--- src/rtl/uart_sys_pkg.sv ---
// rtl/uart_sys_pkg.sv - shared opcodes, operand addresses and decoder state type
package uart_sys_pkg;

    // Frame opcodes (first byte of every command frame)
    localparam logic [7:0] CMD_RF_WR   = 8'hAA;
    localparam logic [7:0] CMD_RF_RD   = 8'hBB;
    localparam logic [7:0] CMD_ALU_OP  = 8'hCC;
    localparam logic [7:0] CMD_ALU_NOP = 8'hDD;

    // Register-file locations that hold the ALU operands
    localparam int ADDR_OP_A = 0;
    localparam int ADDR_OP_B = 1;

    // ALU_FUN collides with the decoder port name, hence the ST_ prefix
    typedef enum logic [3:0] {
        ST_IDLE,
        ST_WR_ADDR,
        ST_WR_DATA,
        ST_RD_ADDR,
        ST_RD_WAIT,
        ST_OP_A,
        ST_OP_B,
        ST_ALU_FUN,
        ST_ALU_WAIT,
        ST_SEND
    } dec_state_e;

endpackage

--- src/rtl/uart_resp_sender.sv ---
// rtl/uart_resp_sender.sv - one- or two-byte response buffer with valid/ready handshake
// Ports: clk_i/rst_ni clock and async active-low reset; load_i/two_i/data_i load a
//        1- or 2-byte response (low byte first); tx_* byte stream; done_o pulses on the
//        handshake of the last byte.
module uart_resp_sender #(
    parameter int DATA_WIDTH = 8
) (
    input  logic                    clk_i,
    input  logic                    rst_ni,
    input  logic                    load_i,
    input  logic                    two_i,
    input  logic [2*DATA_WIDTH-1:0] data_i,
    input  logic                    tx_ready_i,
    output logic [DATA_WIDTH-1:0]   tx_data_o,
    output logic                    tx_vld_o,
    output logic                    done_o
);

    logic [2*DATA_WIDTH-1:0] buf_q, buf_d;
    logic [1:0]              cnt_q, cnt_d;   // bytes still to send: 1 or 2
    logic                    vld_q, vld_d;
    logic                    xfer;

    assign xfer      = vld_q & tx_ready_i;
    assign done_o    = xfer & (cnt_q == 2'd1);
    assign tx_data_o = buf_q[DATA_WIDTH-1:0];
    assign tx_vld_o  = vld_q;

    always_comb begin
        buf_d = buf_q;
        cnt_d = cnt_q;
        vld_d = vld_q;
        if (load_i) begin
            buf_d = data_i;
            cnt_d = two_i ? 2'd2 : 2'd1;
            vld_d = 1'b1;
        end else if (xfer) begin
            // Shifting brings the high byte down so it is presented right after the low one
            buf_d = buf_q >> DATA_WIDTH;
            cnt_d = cnt_q - 2'd1;
            vld_d = (cnt_q == 2'd2);
        end
    end

    always_ff @(posedge clk_i or negedge rst_ni) begin
        if (!rst_ni) begin
            buf_q <= '0;
            cnt_q <= '0;
            vld_q <= 1'b0;
        end else begin
            buf_q <= buf_d;
            cnt_q <= cnt_d;
            vld_q <= vld_d;
        end
    end

endmodule

--- src/rtl/uart_cmd_decoder.sv ---
// rtl/uart_cmd_decoder.sv - UART command frame decoder driving register file, ALU and responses
// Ports: CLK/RST clock and async active-low reset; RX_* received byte stream with error flag;
//        RF_* register-file strobes, address, data; ALU_EN/ALU_FUN/CLK_GATE_EN ALU control,
//        ALU_OUT/ALU_OUT_VLD result; TX_* response byte stream with valid/ready.
module uart_cmd_decoder
    import uart_sys_pkg::*;
#(
    parameter int DATA_WIDTH    = 8,
    parameter int ADDR_WIDTH    = 4,
    parameter int ALU_FUN_WIDTH = 4
) (
    input  logic                     CLK,
    input  logic                     RST,
    input  logic [DATA_WIDTH-1:0]    RX_P_DATA,
    input  logic                     RX_D_VLD,
    input  logic                     RX_ERR,
    output logic                     RF_WrEn,
    output logic                     RF_RdEn,
    output logic [ADDR_WIDTH-1:0]    RF_Address,
    output logic [DATA_WIDTH-1:0]    RF_WrData,
    input  logic [DATA_WIDTH-1:0]    RF_RdData,
    input  logic                     RF_RdData_Valid,
    output logic                     ALU_EN,
    output logic [ALU_FUN_WIDTH-1:0] ALU_FUN,
    output logic                     CLK_GATE_EN,
    input  logic [2*DATA_WIDTH-1:0]  ALU_OUT,
    input  logic                     ALU_OUT_VLD,
    output logic [DATA_WIDTH-1:0]    TX_P_DATA,
    output logic                     TX_D_VLD,
    input  logic                     TX_READY
);

    dec_state_e               state_q, state_d;
    logic                     wren_q, wren_d;
    logic                     rden_q, rden_d;
    logic                     alu_en_q, alu_en_d;
    logic                     gate_q, gate_d;
    logic [ADDR_WIDTH-1:0]    addr_q, addr_d;
    logic [DATA_WIDTH-1:0]    wrdata_q, wrdata_d;
    logic [ALU_FUN_WIDTH-1:0] fun_q, fun_d;

    logic                     snd_load, snd_two, snd_done;
    logic [2*DATA_WIDTH-1:0]  snd_data;
    logic                     rx_ok, rx_bad;

    assign rx_ok  = RX_D_VLD & ~RX_ERR;
    assign rx_bad = RX_D_VLD &  RX_ERR;

    always_comb begin
        state_d  = state_q;
        wren_d   = 1'b0;
        rden_d   = 1'b0;
        alu_en_d = 1'b0;
        gate_d   = gate_q;
        addr_d   = addr_q;
        wrdata_d = wrdata_q;
        fun_d    = fun_q;
        snd_load = 1'b0;
        snd_two  = 1'b0;
        snd_data = '0;
        case (state_q)
            ST_IDLE: begin
                if (rx_ok) begin
                    if (RX_P_DATA == DATA_WIDTH'(CMD_RF_WR))        state_d = ST_WR_ADDR;
                    else if (RX_P_DATA == DATA_WIDTH'(CMD_RF_RD))   state_d = ST_RD_ADDR;
                    else if (RX_P_DATA == DATA_WIDTH'(CMD_ALU_OP))  state_d = ST_OP_A;
                    else if (RX_P_DATA == DATA_WIDTH'(CMD_ALU_NOP)) state_d = ST_ALU_FUN;
                end
            end
            ST_WR_ADDR: begin
                if (rx_bad) state_d = ST_IDLE;
                else if (rx_ok) begin
                    addr_d  = RX_P_DATA[ADDR_WIDTH-1:0];
                    state_d = ST_WR_DATA;
                end
            end
            ST_WR_DATA: begin
                if (rx_bad) state_d = ST_IDLE;
                else if (rx_ok) begin
                    wren_d   = 1'b1;
                    wrdata_d = RX_P_DATA;
                    state_d  = ST_IDLE;
                end
            end
            ST_RD_ADDR: begin
                if (rx_bad) state_d = ST_IDLE;
                else if (rx_ok) begin
                    rden_d  = 1'b1;
                    addr_d  = RX_P_DATA[ADDR_WIDTH-1:0];
                    state_d = ST_RD_WAIT;
                end
            end
            ST_RD_WAIT: begin
                // RF_RdEn is high in the first RD_WAIT cycle, so a zero-latency
                // register file is captured here as well
                if (RF_RdData_Valid) begin
                    snd_load = 1'b1;
                    snd_data = {{DATA_WIDTH{1'b0}}, RF_RdData};
                    state_d  = ST_SEND;
                end
            end
            ST_OP_A, ST_OP_B: begin
                if (rx_bad) state_d = ST_IDLE;
                else if (rx_ok) begin
                    wren_d   = 1'b1;
                    wrdata_d = RX_P_DATA;
                    addr_d   = (state_q == ST_OP_A) ? ADDR_WIDTH'(ADDR_OP_A) : ADDR_WIDTH'(ADDR_OP_B);
                    state_d  = (state_q == ST_OP_A) ? ST_OP_B : ST_ALU_FUN;
                end
            end
            ST_ALU_FUN: begin
                if (rx_bad) state_d = ST_IDLE;
                else if (rx_ok) begin
                    alu_en_d = 1'b1;
                    gate_d   = 1'b1;
                    fun_d    = RX_P_DATA[ALU_FUN_WIDTH-1:0];
                    state_d  = ST_ALU_WAIT;
                end
            end
            ST_ALU_WAIT: begin
                if (ALU_OUT_VLD) begin
                    gate_d   = 1'b0;
                    snd_load = 1'b1;
                    snd_two  = 1'b1;
                    snd_data = ALU_OUT;
                    state_d  = ST_SEND;
                end
            end
            ST_SEND: begin
                if (snd_done) state_d = ST_IDLE;
            end
            default: state_d = ST_IDLE;
        endcase
    end

    always_ff @(posedge CLK or negedge RST) begin
        if (!RST) begin
            state_q  <= ST_IDLE;
            wren_q   <= 1'b0;
            rden_q   <= 1'b0;
            alu_en_q <= 1'b0;
            gate_q   <= 1'b0;
            addr_q   <= '0;
            wrdata_q <= '0;
            fun_q    <= '0;
        end else begin
            state_q  <= state_d;
            wren_q   <= wren_d;
            rden_q   <= rden_d;
            alu_en_q <= alu_en_d;
            gate_q   <= gate_d;
            addr_q   <= addr_d;
            wrdata_q <= wrdata_d;
            fun_q    <= fun_d;
        end
    end

    assign RF_WrEn     = wren_q;
    assign RF_RdEn     = rden_q;
    assign RF_Address  = addr_q;
    assign RF_WrData   = wrdata_q;
    assign ALU_EN      = alu_en_q;
    assign ALU_FUN     = fun_q;
    assign CLK_GATE_EN = gate_q;

    uart_resp_sender #(
        .DATA_WIDTH (DATA_WIDTH)
    ) u_sender (
        .clk_i      (CLK),
        .rst_ni     (RST),
        .load_i     (snd_load),
        .two_i      (snd_two),
        .data_i     (snd_data),
        .tx_ready_i (TX_READY),
        .tx_data_o  (TX_P_DATA),
        .tx_vld_o   (TX_D_VLD),
        .done_o     (snd_done)
    );

endmodule
--- config.mk ---
export PLATFORM = sky130hd
export DESIGN_NAME = uart_cmd_decoder
export DESIGN_NICKNAME = d
export VERILOG_FILES = /design/src/rtl/uart_sys_pkg.sv /design/src/rtl/uart_resp_sender.sv /design/src/rtl/uart_cmd_decoder.sv
export SDC_FILE = /design/constraint.sdc
export NUM_CORES = 1
export LEC_CHECK = 0
export CORE_AREA = 2 2 74 76
export CTS_CLUSTER_DIAMETER = 80
export DETAILED_ROUTE_END_ITERATION = 8
export DIE_AREA = 0 0 76 78
export GPL_TIMING_DRIVEN = 0
export PLACE_DENSITY = 0.75
export SYNTH_ARGS = -nofsm -noshare
export SYNTH_HDL_FRONTEND = slang
export SYNTH_SLANG_ARGS = --single-unit
--- constraint.sdc ---
create_clock -name CLK -period 4.7 [get_ports CLK]
set_clock_uncertainty 0.2 [all_clocks]
set_input_delay 1.175 -clock CLK [delete_from_list [all_inputs] [get_ports CLK]]
set_output_delay 1.175 -clock CLK [all_outputs]
set_load 0.01 [all_outputs]
==> key figures, run 1 <==
Outcome
  – Outcome: complete, no violations

Drt
  – Final WL: 5.320 mm
  – Total number of vias: 1,796
  – Post-route DRC: 0
  – ANT nets after route: 0
  – Detailed-route wire length per cell: 15.65 um
  – TritonRoute pass-1 iters: 4
  – Avg Vias per Cell: 5.282
  – Detailed Route Iter0 Violations: 108

STA
  – Fin. max-slew vios: 0
  – Tightest Pin Transition: 476.3 ps
  – Final hold slack: 309.9 ps
  – RSZ-0062 raised after global routing: false
  – Final Hold Vio Count: 0
  – Fin crit share: 59.96%
  – Final setup vio count: 0
  – Final Critical Period: 2818 ps
  – Relative slew slack: 68.00%
  – Setup TNS: 0 ps
  – Highest clock rate: 0.3548 GHz

Logic synthesis
  – Synthesized Nets: 235
  – Post-synthesis xor/xnor area fraction: 1.579%
  – Post-synthesis cell count: 194
  – Most frequent cells after synthesis: 43 x dfrtp_1, 16 x mux2_2, 15 x a21oi_1
  – Post-synthesis adder-cell area fraction: 1.128%
  – Top cell type's share of synthesized area: 48.51%
  – Seq cells post-synth: 43
  – Post-synth top area cell: dfrtp_1
  – Post-synthesis compound-gate area fraction: 18.10%
  – Number of synthesized flops with an enable pin: 0
  – Yosys warnings: 0
  – Post-Synth Simple-Gate Area: 15.51%
  – Top-count cell post-synth: dfrtp_1
  – Yosys cell types: 45
  – Synth Flop Type: dfrtp_1
  – Top post-synthesis cells by area: dfrtp_1 49%, mux2_2 8.1%, buf_4 3.7%, a222oi_1 3.6%, a22o_1 3.6%
  – Mux cell area share after synthesis: 8.573%
  – Mapped Avg Cell Area: 11.43 um^2
  – Register area share after synthesis: 48.51%
  – Largest family of logic cells by synthesized area: compound AO/OA/AOI/OAI gates
  – Syn Std Cell Area: 0.002218 mm^2
  – Post-synth ARST share: 100.0%

Critical path
  – CP Capture Type: flop
  – Slowest-stage cell, CP: clkdlybuf4s50_1
  – FF-to-FF End: RF_WrData[7]$_DFFE_PN0P_
  – WP buf/inv: 1
  – Flop2flop setup slack: 2840 ps
  – Worst reg2reg startpoint: state_q[3]$_DFFE_PN0P_
  – CP Data Required Time: 4720 ps
  – Worst path top cell family by delay: compound AO/OA/AOI/OAI gates
  – CP max stage delay: 490 ps
  – Path depth of the worst reg2reg path: 4
  – CP Launch Type: primary input
  – WP depth: 5
  – Worst path cell trace: clkdlybuf4s50_1 -> nor4bb_1 -> o2111ai_1 -> a211oi_2 -> mux2i_1
  – Maximum fanout along the worst path: 5
  – Crit path DAT: 2840 ps
  – Setup CP Type: in -> reg

GRT
  – First-pass GRT wire length: 9.045 mm
  – Vias in the first global route: 1,778
  – GRT Overall Usage: 18.94%
  – Busiest metal layer after global routing: met2
  – Met2 Usage GRT: 30.71%
  – Initial antenna violation count: 0
  – M1 GR Usage: 25.19%
  – GR Util met3: 6.047%
  – GRT Residual Overflow: 0
  – Pin count of the biggest net entering global routing: 31

Die
  – Ports: 68
  – Die height: 78 um
  – Core Area: 0.005042 mm^2
  – Starting Density: 44.00%
  – Row Count: 26
  – DIE WIDTH: 76 um
  – Die area: 0.005928 mm^2

CTS
  – Clock transition at path regs: 80 ps
  – Clk buf depth: 2
  – Number of buffers created by CTS: 5
  – Post-CTS Setup Bufs: 0
  – CTS resizes: 0
  – Clock latency on the worst-skew pair: 290 ps
  – CTS tree: yes
  – Root buf cell: clkbuf_8
  – Hold buffers post-CTS: 0
  – Clock Sinks: 43
  – H-tree levels: 2

Power and ir drop
  – Power Density: 618.8 mW/mm^2
  – VDD IR max: 0.2912 mV
  – Leak: 1.325 nW

Place
  – HPWL Detailed: 3.898 mm
  – Inst Count DP: 332
  – GPL Wtd Cong: 0.7973
  – IO buf count: 67
  – Placed cell areas: 0.002992 mm^2

Finish
  – Register area: 0.001076 mm^2
  – Non-Filler Instances: 340
  – Final Cell Area: 0.003104 mm^2
  – Layout Nets: 310
  – Footprint of the multi-input gates: 996.0 um^2
  – FILL cells: 430
  – Inserted Diodes: 0
  – Area grow syn2layout: 39.93%
  – Final Core Density: 61.56%
  – Layout cells sized above 1: 20.74%

Worst hold path
  – Worst hold path type: reg -> reg
  – Hold path startpoint: u_sender.buf_q[11]$_DFFE_PN0P_
  – Hold path depth: 1
  – Worst Hold Endpoint: u_sender.buf_q[11]$_DFFE_PN0P_

Flow run
  – Maxcap violations: 0
-- per-stage QoR --
stage                     power (mW)  setup WS, ps
final                          1.921          1882
after global routing           2.062          1770
after CTS                      1.939          1897
after detailed placement       1.642          1598
after global placement         1.618          1054
after floorplan                1.258          2326
-- placed cells by master (no fill, tap or decap), drive strengths merged, types with 2 or more instances in the layout --
master,n
clkbuf,6
inv,6
a211oi,2
o21ai,6
and4bb,2
a22o,9
buf,19
clkinv,2
nor2,7
ha,2
nand2b,5
nand4,2
xnor2,4
nor2b,4
mux2,16
and2,3
a222oi,8
nor3,11
nand2,7
and3,2
dfrtp,43
a22oi,2
nor3b,3
o2111ai,2
and3b,2
a21oi,15
clkdlybuf4s50,66
-- layer usage --
metal	vias to the layer above	wire length [um]	share of wire [%]
li1	869	-	-
met1	861	2440	46
met2	62	2474	47
met3	4	366	6.9
met4	0	39	0.73
met5	-	0	0
-- worst max-delay path by stage --
stage	startpoint	to	slack (ps)
CTS	RX_P_DATA[1]	state_q[1]$_DFFE_PN0P_	1900
finish	RX_P_DATA[1]	state_q[1]$_DFFE_PN0P_	1880
global route	RX_D_VLD	RF_WrData[7]$_DFFE_PN0P_	1770
floorplan	RX_P_DATA[1]	state_q[1]$_DFFE_PN0P_	2330
detailed placement	RX_D_VLD	RF_WrData[6]$_DFFE_PN0P_	1600
global placement	RST	RF_WrData[2]$_DFFE_PN0P_	1050
-- worst reg2reg max path, stage by stage, from the launching register on --
cell     delay, ps
dfrtp_1        400
buf_4          180
nor3b_1        290
nand2_1        320
mux2_2         360
-- flip-flops by register name, indices dropped and copies added, names as in the netlist --
register and count:
u_sender.buf_q 16, RF_WrData 8, ALU_FUN 4, RF_Address 4, state_q 4, u_sender.cnt_q 2, ALU_EN 1, CLK_GATE_EN 1
RF_RdEn 1, RF_WrEn 1, u_sender.tx_vld_o 1
-- layout make-up --
type	count	area share, %
multi-input cells	127	32.08
clock inverters	3	1.411
inverters	6	0.7255
repair buffers	68	22.09
clock buffers	5	2.217
well taps	70	2.821
flip-flops and latches	43	34.66
plain buffers	18	3.990
-- cell families after synthesis --
kind of cell / Yosys count
simple gates: 54
compound gates: 50
flops: 43
buf+inv: 24
mux: 17
xor+xnor: 4
fa+ha+maj: 2
-- power breakdown --
part / internal [mW] / switching [mW]
logic: 0.555 / 0.437
clock network: 0.158 / 0.130
registers: 0.539 / 0.102
No activity file was read; power rests on OpenSTA's default activity.
==> inputs of run 2 (changes only) <==
==> constraint.sdc (replaced) <==
create_clock -name CLK -period 2.7 [get_ports CLK]
set_clock_uncertainty 0.2 [all_clocks]
set_input_delay 0.675 -clock CLK [delete_from_list [all_inputs] [get_ports CLK]]
set_output_delay 0.675 -clock CLK [all_outputs]
set_load 0.01 [all_outputs]
==> results of run 2 <==
Same layout as run 1 (identical final DEF). Status: complete, no violations.
Among the figures that moved: setup slack after placement 1598 ps -> 97.50 ps; clock-pin slew on the worst setup and hold paths 80 ps -> 90 ps; setup slack after layout 1882 ps -> 381.9 ps; hold slack 309.9 ps -> 91.58 ps; register-to-register setup slack 2840 ps -> 840 ps; total power 1.921 mW -> 3.344 mW; worst IR drop on VDD 0.2912 mV -> 0.5069 mV
==> inputs of run 3 (changes only) <==
--- a/config.mk
+++ b/config.mk
@@ -11,6 +11,7 @@
 export DIE_AREA = 0 0 76 78
 export GPL_TIMING_DRIVEN = 0
 export PLACE_DENSITY = 0.75
+export SETUP_SLACK_MARGIN = 0.5
 export SYNTH_ARGS = -nofsm -noshare
 export SYNTH_HDL_FRONTEND = slang
 export SYNTH_SLANG_ARGS = --single-unit
==> key figures, run 3 (synthesis results as in run 1) <==
Die
  – Starting Density: 44.00%
  – Core Area: 0.005042 mm^2
  – Ports: 68
  – DIE WIDTH: 76 um
  – Die height: 78 um
  – Die area: 0.005928 mm^2
  – Row Count: 26

Flow run
  – Maxcap violations: 0

Critical path
  – CP Data Required Time: 2680 ps
  – CP startpoint: RX_ERR
  – CP Capture Point: ALU_FUN[3]$_DFFE_PN0P_
  – Setup CP Type: in -> reg
  – Worst reg2reg startpoint: state_q[2]$_DFFE_PN0P_
  – Maximum fanout along the worst path: 7
  – FF-to-FF End: RF_Address[2]$_DFFE_PN0P_
  – Flop2flop setup slack: 830 ps
  – Crit path DAT: 2140 ps
  – Path depth of the worst reg2reg path: 5
  – CP Launch Type: primary input
  – CP Capture Type: flop

CTS
  – Root buf cell: clkbuf_8
  – H-tree levels: 2
  – Number of buffers created by CTS: 5
  – Clock transition at path regs: 90 ps
  – Clock Sinks: 43
  – CTS tree: yes
  – Clock latency on the worst-skew pair: 290 ps
  – Clk buf depth: 2

Power and ir drop
  – Leak: 1.385 nW
  – VDD IR max: 0.5088 mV
  – Power Density: 1060 mW/mm^2

STA
  – Relative slew slack: 68.84%
  – Tightest Pin Transition: 463.8 ps
  – Final Critical Period: 2165 ps
  – Fin. max-slew vios: 0
  – Setup TNS: 0 ps
  – Final hold slack: 88.19 ps
  – Final Hold Vio Count: 0
  – Final setup vio count: 0
  – Fin crit share: 80.20%
  – Highest clock rate: 0.4618 GHz
  – RSZ-0062 raised after global routing: true

Drt
  – TritonRoute pass-1 iters: 5
  – ANT nets after route: 0
  – Detailed-route wire length per cell: 15.58 um
  – Avg Vias per Cell: 5.332
  – Final WL: 5.345 mm
  – Total number of vias: 1,829
  – Detailed Route Iter0 Violations: 105
  – Post-route DRC: 0

Place
  – Inst Count DP: 332
  – HPWL Detailed: 3.898 mm
  – GPL Wtd Cong: 0.7973
  – IO buf count: 67

Finish
  – Top reg by flops: u_sender.buf_q
  – Layout Nets: 313
  – Max FFs per register: 16
  – Non-Filler Instances: 343
  – Layout cells sized above 1: 23.44%
  – Most frequent cells in the layout: 62 x clkdlybuf4s50_1, 43 x dfrtp_1, 16 x mux2_2
  – Inserted Diodes: 0
  – Commonest non-fill, non-tap cell in the layout: clkdlybuf4s50_1
  – Area grow syn2layout: 43.26%

Worst hold path
  – Worst hold path type: in -> async

GRT
  – GRT Residual Overflow: 0
  – Initial antenna violation count: 0
  – GRT Overall Usage: 19.01%
  – Vias in the first global route: 1,789
  – First-pass GRT wire length: 9.087 mm
  – Pin count of the biggest net entering global routing: 31

Outcome
  – Outcome: complete, no violations
[run 3: changes by cell type in the layout (fill, tap and decap cells not counted), moves of 2 or more]
cell	change
buf_4	+3
clkdlybuf4s50_1	-4
dlymetal6s2s_1	+3
nor3b_1	-2
[run 3: metal layers]
layer	part of all wire [%]	wire [um]	track usage [%]	vias up
li1	-	-	-	876
met1	46	2442	25.34	873
met2	46	2466	30.80	76
met3	7.4	397	6.047	4
met4	0.73	39	3.818	0
met5	0	0	0	-
[run 3: cell type report]
class	instances	area [um^2]
Multi-Input combinational cell	127	1041
Clock buffer	5	68.82
Tap cell	70	87.58
Clock inverter	3	43.79
Buffer	18	123.9
Timing Repair Buffer	71	714.4
Sequential cell	43	1076
Inverter	6	22.52
Fill cell	418	1864
[run 3: worst min path at each step]
| stage | to | slack, ps | depth (start not counted) |
|---|---|---|---|
| finish | RF_WrData[0]$_DFFE_PN0P_ | 90 | 1 |
| global route | RF_WrData[0]$_DFFE_PN0P_ | 90 | 1 |
| CTS | RF_WrData[0]$_DFFE_PN0P_ | 90 | 1 |
| detailed placement | u_sender.buf_q[9]$_DFFE_PN0P_ | 290 | 1 |
| global placement | u_sender.buf_q[11]$_DFFE_PN0P_ | 290 | 1 |
| floorplan | ALU_EN$_DFF_PN0_ | 180 | 0 |
[run 3: repair_timing]
action,in CTS,in global routing
setup buffers,1,2
resized for setup,7,5
hold buffers,0,0
endpoints found under the setup margin,10,17
pin swaps,2,1
[run 3: where the power goes]
group | leakage [nW] | internal [mW] | switching (mW) | total, mW
clock | 0.0581 | 0.276 | 0.226 | 0.501
combinational | 0.785 | 0.975 | 0.774 | 1.75
sequential | 0.542 | 0.938 | 0.180 | 1.12
total | 1.39 | 2.19 | 1.18 | 3.37
[run 3: worst max-delay path, cell delays in order]
cell	delay, ps
clkdlybuf4s50_1	560
nand4b_1	330
nor2_4	220
mux2_2	360
[run 3: metrics by stage]
| stage | setup slack, ps | power [mW] | instance area (um^2) | util (%) |
|---|---|---|---|---|
| floorplan | 826.4 | 2.190 | 2218 | - |
| global placement | -445.8 | 2.816 | 2977 | 59.03 |
| detailed placement | 97.50 | 2.859 | 2992 | 59.33 |
| CTS | 500.3 | 3.384 | 3144 | 62.36 |
| global route | 478.1 | 3.613 | 3178 | 63.03 |
| finish | 534.5 | 3.368 | 3178 | 63.03 |
==> patch: new RTL, flow settings as in run 2 <==
The parameter `ALU_FUN_WIDTH` goes from 4 to 6.
--- a/src/rtl/uart_cmd_decoder.sv
+++ b/src/rtl/uart_cmd_decoder.sv
@@ -9,3 +9,3 @@
     parameter int ADDR_WIDTH    = 4,
-    parameter int ALU_FUN_WIDTH = 4
+    parameter int ALU_FUN_WIDTH = 6
 ) (
Interface: changed (resized ALU_FUN); port bits go from 68 to 70. The function was not compared with the original's and may differ.
==> patch against run 2 <==
  * Sequential cell count increased by 2
  * Final area rose by 0.20%
  * Wire length is 4.7% lower
  * Count of clock-buffer cells in the layout grew 1
  * Worst setup slack gained 0.061 ns
  * Power shrank 3.1%
  * Synthesized area is 0.56% lower
  * Critical path depth is 3 higher
  * Maximum frequency grew 2.7%
  * Critical endpoint is now u_sender.buf_q[6]
  * Highest routed layer unchanged
==> patch: results (changes against run 2) <==
peakVddDrop_uv: 575  # +14%
status: "complete, no violations"
worstMarginPinSlew_ns: 0.465  # -0.0112 ns
port_buffers: 69  # +3.0%
clk_pin_slew_ns: 0.08
gp_congestion: 0.865  # +8.4%
placed_cell_area_sq_um: 3000  # +0.25%
diodes: 0  # unchanged
drt_first_pass_iters: 4  # unchanged
h-tree-depth: 2  # unchanged
syn_nets: 242  # +3.0%
nets: 319  # +2.9%
cts_inserted_buffers: 5  # unchanged
clock_path_buffers: 2  # unchanged
async_flop_share_pct: 100  # unchanged
track_usage_pct: 18.2  # -0.72 points
antenna_found_initial: 0  # unchanged
drive_above_1_share_pct: 16.8  # -3.9 points
dp_hpwl_microns: 3860  # -0.86%
synth_seq_area_share_pct: 51.0  # +2.5 points
p_leak_nw: 1.34  # +1.2%
synth.distinct_cells: 44  # -2.2%
largest-register: "u_sender.buf_q"
synth-main-ff-cell: "dfrtp_1"
wl_per_cell_microns: 14.5  # -7.2%
grt_pass1_vias: 1788  # +0.56%
reg2reg_slack_ns: 0.71  # -0.13 ns
synthTopCellsByArea: "dfrtp_1 (51%), mux2_2 (6.6%), buf_4 (4.1%), a222oi_1 (3.6%), a22o_1 (3.6%)"
critical_path.max_fanout: 10  # +5
largest_reg_flops: 16  # unchanged
clk_latency_ns: 0.29  # about the same
min_path_type: "primary input to asynchronous set/reset pin"
drt-vias-per-instance: 5.15  # -2.6%
synth_warnings: 0  # unchanged
grt_max_degree: 33  # +6.5%
cts_setup_buffers: 0  # unchanged
drt-initial-drc-count: 110  # +1.9%
ys_top_cells_by_count: "dfrtp_1 (45), nand2_1 (16), nor2_1 (16)"
grt_pass1_wl_microns: 8660  # -4.3%
cts-root-buf: "clkbuf_8"
postCtsResizedCells: 0  # unchanged
## patch: cell count changes after synthesis, moves of 3 or more
| cell | run 2 | this run |
|---|---|---|
| nor2b_1 | 4 | 1 |
| nor2_1 | 4 | 16 |
| nand2_1 | 7 | 16 |
| xor2_1 | 0 | 3 |
| a211oi_1 | 0 | 4 |
| nor3b_1 | 3 | 0 |
| mux2_2 | 16 | 13 |
| nor3_1 | 11 | 2 |
| xnor2_1 | 4 | 1 |
## patch: final cells by class
class,count,area (sq um)
Fill cell,451,1930
Sequential cell,45,1130
Multi-Input combinational cell,132,938
Timing Repair Buffer,70,706
Buffer,19,123
Tap cell,70,87.6
Clock buffer,6,72.6
Clock inverter,2,38.8
Inverter,5,18.8
## patch: critical path, stage by stage
cell and delay (ns):
clkdlybuf4s50_1 0.45, and3b_1 0.20, o21ai_1 0.15, buf_2 0.24, nand2_2 0.14, buf_2 0.21, nor2_1 0.11, a21oi_1 0.05
## patch: where the power goes
part           leakage [nW]  internal (mW)  switching, mW
Sequential            0.571          0.965          0.166
Clock                0.0554          0.278          0.223
Combinational         0.714          0.875          0.733
## patch: metal layers
metal | wire length, microns | track usage [%] | part of all wire [%] | vias up
met5 | 0 | 0 | 0 | -
met4 | 46 | 5.64 | 0.91 | 0
met3 | 396 | 5.12 | 7.8 | 6
met2 | 2330 | 29.6 | 46 | 73
met1 | 2300 | 23.9 | 45 | 838
li1 | - | - | - | 879
## patch: cell families after synthesis
| group | Yosys count | share of synthesized area (%) |
|---|---|---|
| buffers and inverters | 24 | 6.41 |
| and+or+nand+nor | 61 | 15.8 |
| adders and majority gates | 2 | 1.13 |
| muxes | 14 | 7.15 |
| AOI/OAI and AO/OA | 51 | 16.9 |
| DFF | 45 | 51.0 |
| xor gates and xnor gates | 4 | 1.59 |
## patch: worst paths after layout
| check | cells after the start | from | endpoint |
|---|---|---|---|
| max | 8 | RF_RdData_Valid | u_sender.buf_q[6] |
| max in group asynchronous | 2 | RST | u_sender.buf_q[6] |
| min in group CLK | 1 | RF_Address[0] | RF_Address[0] |
| min reg2reg | 1 | RF_Address[0] | RF_Address[0] |
| max reg2reg | 5 | state_q[1] | RF_WrData[5] |
| min | 1 | RST | RF_RdEn |
## patch: per-stage QoR
stage          utilization [%]  cells  setup TNS [ns]  hold slack (ns)  setup slack, ns
2_1_floorplan                -    201               0            0.179            0.740
5_1_grt                   61.7    349               0           0.0946            0.351
4_1_cts                   61.7    349               0           0.0824            0.416
6_report                  61.7    349               0           0.0793            0.443
3_5_place_dp              59.5    341               0            0.270           0.0937
3_3_place_gp              59.2    340          -21.06            0.260           -0.471
